$ cat src/rtl/sobel_frame_seq.sv
// Frame sequencer for the 3x3 Sobel datapath: counts accepted pixels, gates the
// line-buffer shift, and emits window-centre coordinates, edge flags and valid.
module sobel_frame_seq #(
  parameter int WIDTH  = 640,
  parameter int HEIGHT = 480,
  parameter int LAG    = WIDTH + 1
) (
  input  logic       iCLK,
  input  logic       iRST,
  input  logic       iEnable,
  input  logic       iFrameStart,
  input  logic       iDVAL,
  input  logic       iFilterReq,
  input  logic       iErrClr,
  output logic       oShiftEn,
  output logic       oFlushPix,
  output logic       oFilter,
  output logic       oDVAL,
  output logic [9:0] oCX,
  output logic [9:0] oCY,
  output logic       oEdgeN,
  output logic       oEdgeS,
  output logic       oEdgeW,
  output logic       oEdgeE,
  output logic       oFrameDone,
  output logic       oBusy,
  output logic [1:0] oState,
  output logic       oErr
);

  localparam logic [1:0] S_IDLE  = 2'd0;
  localparam logic [1:0] S_FILL  = 2'd1;
  localparam logic [1:0] S_RUN   = 2'd2;
  localparam logic [1:0] S_DRAIN = 2'd3;

  localparam int DW = $clog2(LAG + 1);
  localparam logic [18:0]   FILL_LAST  = 19'(LAG - 1);
  localparam logic [18:0]   PIX_LAST   = 19'(WIDTH * HEIGHT - 1);
  localparam logic [DW-1:0] DRAIN_LAST = DW'(LAG - 1);
  localparam logic [9:0]    X_LAST     = 10'(WIDTH - 1);
  localparam logic [9:0]    Y_LAST     = 10'(HEIGHT - 1);

  logic [1:0]    state_q, state_d;
  logic [18:0]   in_cnt_q, in_cnt_d;
  logic [9:0]    cx_q, cx_d, cy_q, cy_d;
  logic [DW-1:0] drain_q, drain_d;
  logic          filter_q, filter_d;
  logic          err_q, err_d;
  logic          done_q, done_d;

  logic start, fill_acc, run_acc, drain_step, err_set;

  // A start in any non-IDLE state is an abort-and-restart and ignores iEnable.
  assign start      = iFrameStart & ((state_q != S_IDLE) | iEnable);
  assign fill_acc   = ~start & iDVAL & (state_q == S_FILL);
  assign run_acc    = ~start & iDVAL & (state_q == S_RUN);
  assign drain_step = ~start & (state_q == S_DRAIN);
  assign err_set    = (iFrameStart & (state_q != S_IDLE)) | (iDVAL & (state_q == S_DRAIN));

  assign oShiftEn   = (start & iDVAL) | fill_acc | run_acc | drain_step;
  assign oFlushPix  = drain_step;
  assign oDVAL      = run_acc | drain_step;
  assign oFilter    = filter_q;
  assign oCX        = cx_q;
  assign oCY        = cy_q;
  assign oEdgeN     = (cy_q == 10'd0);
  assign oEdgeS     = (cy_q == Y_LAST);
  assign oEdgeW     = (cx_q == 10'd0);
  assign oEdgeE     = (cx_q == X_LAST);
  assign oFrameDone = done_q;
  assign oBusy      = (state_q != S_IDLE);
  assign oState     = state_q;
  assign oErr       = err_q;

  always_comb begin
    state_d  = state_q;
    in_cnt_d = in_cnt_q;
    cx_d     = cx_q;
    cy_d     = cy_q;
    drain_d  = drain_q;
    filter_d = filter_q;
    done_d   = 1'b0;
    err_d    = err_set | (err_q & ~iErrClr);

    if (oDVAL) begin
      if (cx_q == X_LAST) begin
        cx_d = 10'd0;
        cy_d = (cy_q == Y_LAST) ? 10'd0 : cy_q + 10'd1;
      end else begin
        cx_d = cx_q + 10'd1;
      end
    end

    if (start) begin
      // A pixel arriving with the start pulse is pixel 0.
      state_d  = S_FILL;
      filter_d = iFilterReq;
      in_cnt_d = iDVAL ? 19'd1 : 19'd0;
      cx_d     = 10'd0;
      cy_d     = 10'd0;
      drain_d  = '0;
    end else begin
      case (state_q)
        S_FILL: if (fill_acc) begin
          in_cnt_d = in_cnt_q + 19'd1;
          if (in_cnt_q == FILL_LAST) state_d = S_RUN;
        end
        S_RUN: if (run_acc) begin
          in_cnt_d = in_cnt_q + 19'd1;
          if (in_cnt_q == PIX_LAST) begin
            state_d = S_DRAIN;
            drain_d = '0;
          end
        end
        S_DRAIN: begin
          drain_d = drain_q + 1'b1;
          if (drain_q == DRAIN_LAST) begin
            state_d = S_IDLE;
            done_d  = 1'b1;
          end
        end
        default: ;
      endcase
    end
  end

  always_ff @(posedge iCLK or negedge iRST) begin
    if (!iRST) begin
      state_q  <= S_IDLE;
      in_cnt_q <= '0;
      cx_q     <= '0;
      cy_q     <= '0;
      drain_q  <= '0;
      filter_q <= 1'b0;
      err_q    <= 1'b0;
      done_q   <= 1'b0;
    end else begin
      state_q  <= state_d;
      in_cnt_q <= in_cnt_d;
      cx_q     <= cx_d;
      cy_q     <= cy_d;
      drain_q  <= drain_d;
      filter_q <= filter_d;
      err_q    <= err_d;
      done_q   <= done_d;
    end
  end

endmodule

$ cat config.mk
export PLATFORM = sky130hd
export DESIGN_NAME = sobel_frame_seq
export DESIGN_NICKNAME = d
export VERILOG_FILES = /design/src/rtl/sobel_frame_seq.sv
export SDC_FILE = /design/constraint.sdc
export NUM_CORES = 1
export LEC_CHECK = 0
export BUFFER_PORTS_ARGS = -buffer_cell sky130_fd_sc_hd__clkbuf_2
export CORE_ASPECT_RATIO = 1.75
export CORE_UTILIZATION = 58
export DETAILED_ROUTE_END_ITERATION = 10
export PLACE_DENSITY_LB_ADDON = 0.08
export SLEW_MARGIN = 10
export SYNTH_ARGS = -nofsm -noshare
export SYNTH_HDL_FRONTEND = slang
export SYNTH_SLANG_ARGS = --single-unit
$ cat constraint.sdc
create_clock -name iCLK -period 2.5 [get_ports iCLK]
set_input_delay 0.5 -clock iCLK [delete_from_list [all_inputs] [get_ports iCLK]]
set_output_delay 0.5 -clock iCLK [all_outputs]
set_load 0.02 [all_outputs]
* Word level (Yosys, flattened, before mapping)
Cells that the tools add are included.
Operators by class: $add $sub $neg 4, equal/unequal tests 13, mux-type cells 26, bitwise gates (word level) 18, reduce and logical (&&, ||, !) cells 12
Operators by type and width (count):
- $mux W10 | 10
- $mux W19 | 3
- $pmux W19 S2 | 1
- $add A10 B1 Y10 const B | 3
- $eq A10 B10 Y1 const B | 2
- $logic_not A10 Y1 | 2
- $pmux W10 S2 | 1
- $add A19 B1 Y19 const B | 1
- $eq A19 B10 Y1 const B | 1
- $eq A19 B19 Y1 const B | 1
- $mux W2 | 6
- $eq A10 B9 Y1 const B | 1
- $and A1 B1 Y1 | 9
- $ne A3 B2 Y1 const B | 3
- $or A1 B1 Y1 | 7
- $ne A3 B3 Y1 const B | 2
- $pmux W2 S3 | 1
- $reduce_and A3 Y1 | 2
- $reduce_and A6 Y1 | 1
- $reduce_bool A2 Y1 | 3
- $reduce_bool A3 Y1 | 2
- $eq A2 B2 Y1 const B | 2
- $mux W1 | 4
- $reduce_bool A4 Y1 | 1
- other kinds (3) | 4
Storage, ports and cells: bits in registers 54, bits of input ports 7, output and inout port bits 33, word-level logic and storage cells 81

* Longest topological paths before layout
Gate-level depths: netlist of run 1.
depth after elaboration 9, gate-level depth with buffers 7, mapped depth without buffers 6

* Least setup slack after synthesis of run 1
OpenSTA, ideal clock, no wires.
path kind reg-to-reg, start reg cy_q[0] (netlist: oCY[0]), end reg cy_q[0] (netlist: oCY[0]), library setup time 136 ps, data arrival time 2124 ps, required time 2364 ps, path slack 240 ps, cell stages (with the launch flop) 7, buffers on the path 0, cell sequence dfrtp_1 ha_1 nand4_1 nor4_1 nor2_1 nand2_2 o21ai_0
On the way: longest elaborated chain between the ends 5
RTL lines:
- from (decl) | RTL line 45 | logic [9:0] cx_q, cx_d, cy_q, cy_d;
- from (signal assigned) | RTL line 141 | cy_q <= cy_d;
- $eq A10 B9 Y1
- via oEdgeS | RTL line 22 | output logic oEdgeS,
- $mux W10 | RTL line 88 | cy_d = (cy_q == Y_LAST) ? 10'd0 : cy_q + 10'd1;
- $mux W10 | RTL line 86 | if (cx_q == X_LAST) begin
- $mux W10 | RTL line 85 | if (oDVAL) begin
- $mux W10 | RTL line 94 | if (start) begin
The timed path passes the listed nets, and every way through them passes these cells. The select of a mux whose other input is x is not followed. A chain may end at the register's enable or synchronous reset.

* Final worst setup path of run 1
start reg state_q[1] (netlist: oState[1]), end out oFlushPix
On the way: longest elaborated chain between the ends 5
RTL lines:
- from (decl) | RTL line 43 | logic [1:0] state_q, state_d;
- from (signal assigned) | RTL line 138 | state_q <= state_d;
- $reduce_bool A2 Y1 | RTL line 54 | assign start = iFrameStart & ((state_q != S_IDLE) | iEnable);
- $or A1 B1 Y1 | RTL line 54
- $and A1 B1 Y1 | RTL line 54
- $not A1 Y1 | RTL line 57 | assign drain_step = ~start & (state_q == S_DRAIN);
- $and A1 B1 Y1 * | RTL line 57
- to (decl) | RTL line 16 | output logic oFlushPix,
Every way passes the cells marked *; elsewhere a longest branch is shown, timed or not.

==> results.md, run 1 <==
* Status: finished with violations
* Failing checks: DRC
* Vias in the first global route at 2,571
* Initial antenna violation count at 0
* Setup Viol. Count Final at 0
* Slew Viols, Final at 0
* Clock buffer depth at 2
* Total wire length at 6.82 mm
* Clock root cell: clkbuf_8
* Hold_ws at 192 ps
* Final hold violations at 0
* Share of cells above drive strength 1 at 16.7%
* YS warnings at 0
* Met2 Wirelength at 3.62 mm
* PwrDens at 774 nW/um2
* Die span in y at 98.9 um
* Yosys reg bits at 54
* Largest family of logic cells by synthesized area: simple AND/OR/NAND/NOR gates
* R2R depth at 5
* Sink Count at 54
* Die area at 5680 um2
* Peak supply drop at 0.422 mV
* Mapped Cells at 347
* Clk_lat worst skew at 300 ps
* Io pins at 40
* Setup TNS at 0 ps
* Unrepaired setup endpoints after global routing: no
* Avg WL per Cell at 15.4 um
* Top Layer Used: met4
* Ant. Diodes at 0
* Fill count at 431
* CTS tree: yes
* Netlist Area Pre-Place at 3110 um2
* CTS clk-pin slew, worst paths at 90 ps
* Design Area, Final at 3440 um2
* I/O Buffers at 39
* Syn_nets at 362
* Delay of the slowest cell on the worst path at 570 ps
* Critical path data arrival time at 1750 ps
* First-pass GRT wire length at 11.5 mm
* Mean Syn Cell Area at 8.97 um2
* Worst setup slack after layout at 250 ps
* Post-Synth XOR/XNOR Area at 5.06%
* Number of gates resized after CTS at 0
* Netlist cell types at 58
* Critical-path cell list: and2b_2 > nand2_1 > inv_1 > clkbuf_2
* Seq/Total Area, Yosys at 43.4%
* Postcts setup bufs at 0
* Remaining Overflow, GRT at 0
* Worst hold path type: input port to asynchronous set/reset pin
* Largest fanout on the critical path at 14
* Commonest non-fill, non-tap cells in the layout: dfrtp_1 (54), nor2_1 (40), clkbuf_2 (39)
* Initial Utilization at 61.5%
* Slowest cell on the critical path: dfrtp_1
* Core region area at 5060 um2
* Multi-input logic area at 1630 um2
* Delay-heaviest family, CP: buffers and inverters
* Placed cell area at 3370 um2
* Synth Area in Adders at 3.22%
* Die Wd at 57.4 um
* Critical Path Stages at 4
* DP Wirelength at 5.02 mm
* Total number of vias at 2,719
* Leak at 1.57 nW
* Residual DRC at 5
* Min Tclk post-route at 2250 ps
* Syn-to-layout area delta at 10.7%
* Async set-reset flop share out of synthesis at 100%
* Routability Congestion at 0.868
* Critical path startpoint category: register
* CP required at 2000 ps
* WS Path Type: register to primary output
* Synth Flop Type: dfrtp_1
* DRT met1 WL at 2.77 mm
* CP Capture Type: primary output
* DR iter-0 viols at 201
* Reg2Reg Setup Slack at 310 ps
* WL met3 at 263 um
* Slew HR at 52.3%
* Proportion of synthesized area in mux cells at 1.05%
* Total Routing Usage GR at 25.6%
* Via/cell ratio at 6.12
* Hold Buf Count CTS at 0
* Place WS at 309 ps
* Post-synth EDFFs at 0
* Largest net degree at the start of global routing at 32
* TritonCTS Buffers at 5
* Most common cell after layout, fill and taps aside: dfrtp_1
* Post-synthesis compound-gate area fraction at 16.6%
* Row Count at 34
* H-tree lvl count at 2
* Fin nets at 405
* Post-DRT Antenna Nets at 0
* DRT Pass-1 Iters at 9
* Max-cap violations at 0
* Bufs and invs on worst path at 2
* Worst-Margin Slew at 715 ps
* Register area at 1350 um2
* F_max at 0.444 GHz
* Skew final at 8.58 ps
* Simple-gate area share of the yosys netlist at 26.4%
* Final Cycle Share at 90.0%
-- flip-flops by register name (all words and copies together), names as in the netlist --
signal,cells
oFrameDone,1
in_cnt_q,19
oState,2
oCY,10
oFilter,1
oCX,10
drain_q,10
oErr,1
-- path summary, 6_finish.rpt --
| path | from | end |
|---|---|---|
| max in group asynchronous | iRST | in_cnt_q[10] |
| worst max-delay path | oState[1] | oFlushPix |
| worst min register to register | oFilter | oFilter |
| min in group iCLK | iFilterReq | oFilter |
| worst min-delay path | iRST | oCY[3] |
| worst max register to register | oState[0] | oState[0] |
-- Yosys cell counts, types with 2 or more instances --
master,instances,area [um2]
nor2b_1,2,12.5
nand2_1,30,113
nand3_1,15,75.1
xnor2_1,13,114
nor3_1,12,60.1
or3b_1,2,17.5
clkbuf_1,4,15.0
nor4b_1,2,17.5
or2_2,3,18.8
mux2_1,2,22.5
inv_1,16,60.1
buf_6,3,33.8
a221o_1,2,20.0
a211o_1,5,43.8
buf_2,2,10.0
nor2_1,40,150
and3_1,11,68.8
nand2b_1,3,18.8
o41ai_1,3,26.3
nand4_1,12,75.1
a31oi_1,6,37.5
or3_1,6,37.5
o21ai_0,29,145
a21oi_1,13,65.1
nor4_1,8,50.1
nor3b_1,2,15.0
xor2_1,5,43.8
o31ai_1,3,22.5
dfrtp_1,54,1350
ha_1,8,100
o21a_1,4,30.0
-- per-stage QoR --
stage	cells	utilization (%)	total power, mW
final	444	68.0	2.67
after global routing	444	68.0	2.85
after CTS	444	68.0	2.69
after detailed placement	437	66.5	2.23
after global placement	437	66.5	2.21
after floorplan	347	-	1.92
-- cells by family (layout without fill, tap and decap cells) --
group           after synthesis  count (layout)
simple gates                159             159
compound gates               79              79
fa+ha+maj                     8               8
xor+xnor                     18              18
mux                           3               3
flops                        54              54
buf+inv                      26              69
-- report_power, final --
group          internal (mW)  leakage [nW]  total, mW  switching, mW
registers              0.987         0.734       1.18          0.189
logic                  0.390         0.801       1.03          0.644
clock network          0.194        0.0383      0.457          0.263
total                   1.57          1.57       2.67           1.10
-- final cells by class --
| type | count | area share [%] |
|---|---|---|
| flip-flops and latches | 54 | 39.2 |
| well taps | 54 | 1.96 |
| repair buffers | 46 | 7.56 |
| multi-input cells | 267 | 47.3 |
| inverters | 16 | 1.74 |
| clock buffers | 7 | 2.22 |
-- metal layers --
| layer | vias to the layer above | global-route usage (%) |
|---|---|---|
| li1 | 1334 | - |
| met1 | 1298 | 30.6 |
| met2 | 74 | 44.5 |
| met3 | 13 | 3.94 |
| met4 | 0 | 11.4 |
| met5 | - | 0 |
-- worst reg2reg max path, cell delays in order (launching register included) --
cell	delay, ps
dfrtp_1	560
o31a_1	400
nor4_1	370
nand4_1	220
a22o_2	260
mux2_1	270
Note: power is estimated with default switching activity, not from simulation.
==> run 2, diff against run 1 <==
--- a/config.mk
+++ b/config.mk
@@ -5,10 +5,11 @@
 export SDC_FILE = /design/constraint.sdc
 export NUM_CORES = 1
 export LEC_CHECK = 0
-export BUFFER_PORTS_ARGS = -buffer_cell sky130_fd_sc_hd__clkbuf_2
+export CAP_MARGIN = 20
 export CORE_ASPECT_RATIO = 1.75
-export CORE_UTILIZATION = 58
+export CORE_UTILIZATION = 63
 export DETAILED_ROUTE_END_ITERATION = 10
+export DONT_BUFFER_PORTS = 1
 export PLACE_DENSITY_LB_ADDON = 0.08
 export SLEW_MARGIN = 10
 export SYNTH_ARGS = -nofsm -noshare
==> run 2 against run 1 <==
The run now ends clean. Sequential share of layout area rose by 1.2 points. Final cell count fell by 7.0%. Non-clock buffer count fell by 30. Combinational power fell by 8%. Flip-flop and latch count did not move. Wire length fell by 1.7%. Critical path depth did not move. Maximum frequency fell by 3.6%. Via count fell by 2.1%. Count of clock-buffer cells in the layout fell by 1. Highest routed layer unchanged.
==> results.md, run 2 (synthesis gave the netlist of run 1 again) <==
* Initial antenna violation count at 0 (unchanged)
* Syn-to-layout area delta at 7.23%
* Setup Viol. Count Final at 0 (unchanged)
* CP Capture Type: primary output
* CP required at 2000 ps (about the same)
* Largest net degree at the start of global routing at 55 (+72%)
* Dpl cells at 404 (-7.6%)
* Commonest non-fill, non-tap cells in the layout: dfrtp_1 (54), nor2_1 (40), nand2_1 (30)
* CTS clk-pin slew, worst paths at 100 ps (about the same)
* Final hold violations at 0 (unchanged)
* Die Wd at 55.1 um (-3.9%)
* Worst-Margin Slew at 798 ps (+82.6 ps)
* WS Path Type: register to primary output
* Routability Congestion at 0.815 (-6.0%)
* Avg WL per Cell at 16.2 um (+5.7%)
* Design Area, Final at 3340 um2 (-3.1%)
* Most common cell after layout, fill and taps aside: dfrtp_1
* Max-cap violations at 0 (unchanged)
* Slew Viols, Final at 0 (unchanged)
* Total wire length at 6.71 mm (-1.7%)
* Row Count at 33 (-2.9%)
* Final Non-Filler Cells at 413 (-7.0%)
* DP Wirelength at 4.80 mm (-4.3%)
* TritonCTS Buffers at 5 (unchanged)
* Die area at 5240 um2 (-7.7%)
* Placed cell area at 3220 um2 (-4.5%)
* I/O Buffers at 0 (-100%)
* Sink Count at 54 (unchanged)
* Final Cycle Share at 93.4% (+3.4 points)
* Vias in the first global route at 2,488 (-3.2%)
* Critical path startpoint category: register
* Via/cell ratio at 6.45 (+5.3%)
* Fill count at 391 (-9.3%)
* Max reg flops at 19 (unchanged)
* Ant. Diodes at 0 (unchanged)
* F_max at 0.428 GHz (-3.6%)
* Skew final at 14.3 ps (+5.72 ps)
* Min Tclk post-route at 2330 ps (+84.7 ps)
* Leak at 1.46 nW (-7.3%)
* Core region area at 4710 um2 (-7.0%)
* DR iter-0 viols at 53 (-74%)
* Critical path data arrival time at 1830 ps (+80 ps)
* Largest fanout on the critical path at 6 (-8)
* Die span in y at 95.0 um (-4.0%)
* Most flops, register: in_cnt_q
* Share of cells above drive strength 1 at 10.5% (-6.1 points)
* First-pass GRT wire length at 10.7 mm (-6.8%)
* Fin nets at 375 (-7.4%)
* Slew HR at 46.8% (-5.5 points)
* Clock root cell: clkbuf_8
* Setup TNS at 0 ps (unchanged)
* PwrDens at 791 nW/um2 (+2.2%)
* H-tree lvl count at 2 (unchanged)
* Unrepaired setup endpoints after global routing: no
* Remaining Overflow, GRT at 0 (unchanged)
* Total number of vias at 2,662 (-2.1%)
* Hold_ws at 18.7 ps (-173 ps)
* Status: completed
* Clk_lat worst skew at 310 ps (about the same)
* DRT Pass-1 Iters at 4 (-5)
* Initial Utilization at 66.1% (+4.6 points)
* Peak supply drop at 0.538 mV (+28%)
* Post-DRT Antenna Nets at 0 (unchanged)
* CTS tree: yes
* Worst hold path type: input port to asynchronous set/reset pin
* Total Routing Usage GR at 27.8% (+2.2 points)
* Io pins at 40 (unchanged)
* Residual DRC at 0 (-5)
* Clock buffer depth at 2 (unchanged)
-- run 2: changes by cell type in the layout (fill, tap and decap cells not counted), sizes merged --
cell	previous run	this run
clkinv	0	2
clkbuf	46	6
buf	7	16
-- run 2: stage by stage --
step / worst slack, ps / total power [mW] / utilization [%]
floorplan: 240 / 1.92 / -
finish: 165 / 2.64 / 70.9
CTS: 108 / 2.66 / 70.8
global placement: 445 / 2.13 / 68.4
detailed placement: 428 / 2.15 / 68.4
global route: 48.9 / 2.82 / 70.9
-- run 2: final timing paths --
| check | from | endpoint | slack [ps] | cells after the start |
|---|---|---|---|---|
| setup / recovery | oCY[0] | oEdgeS | 170 | 4 |
| min in group iCLK | iFilterReq | oFilter | 280 | 2 |
| hold reg to reg | drain_q[6] | drain_q[6] | 540 | 1 |
| setup reg to reg | oCY[0] | oCY[7] | 340 | 6 |
| hold / removal | iRST | oCY[6] | 20 | 1 |
| max in group asynchronous | iRST | oErr | 2220 | 1 |
-- run 2: what timing repair did --
action | CTS | global route
setup endpoints to repair | 0 | 1
gates resized for setup | 0 | 1
endpoints found under the hold margin | 54 | 0
hold buffers | 1 | 0
setup buffers | 0 | 0
-- run 2: critical path, stage by stage, from the launching register on --
cell and delay (ps):
dfrtp_1 550, ha_1 280, nand4_1 170, nor4_2 340, buf_4 200
-- run 2: power breakdown --
part	total, mW	leakage, nW	internal (mW)	switching [mW]
combinational	0.947	0.679	0.365	0.581
clock	0.481	0.0452	0.198	0.283
sequential	1.21	0.734	0.986	0.227
-- run 2: layer usage --
| metal | track usage (%) | vias to the layer above | wire [um] |
|---|---|---|---|
| met4 | 11.0 | 0 | 147 |
| met3 | 4.19 | 10 | 215 |
| met5 | 0 | - | 0 |
| met2 | 50.2 | 56 | 3700 |
| met1 | 30.8 | 1313 | 2640 |
| li1 | - | 1283 | - |
-- run 2: area by class of cell --
| class | count | area [um2] | share of cell area [%] |
|---|---|---|---|
| Clock buffer | 6 | 72.6 | 2.17 |
| Clock inverter | 2 | 13.8 | 0.412 |
| Tap cell | 52 | 65.1 | 1.95 |
| Multi-Input combinational cell | 267 | 1640 | 49.0 |
| Inverter | 16 | 60.1 | 1.80 |
| Timing Repair Buffer | 16 | 140 | 4.20 |
| Sequential cell | 54 | 1350 | 40.5 |
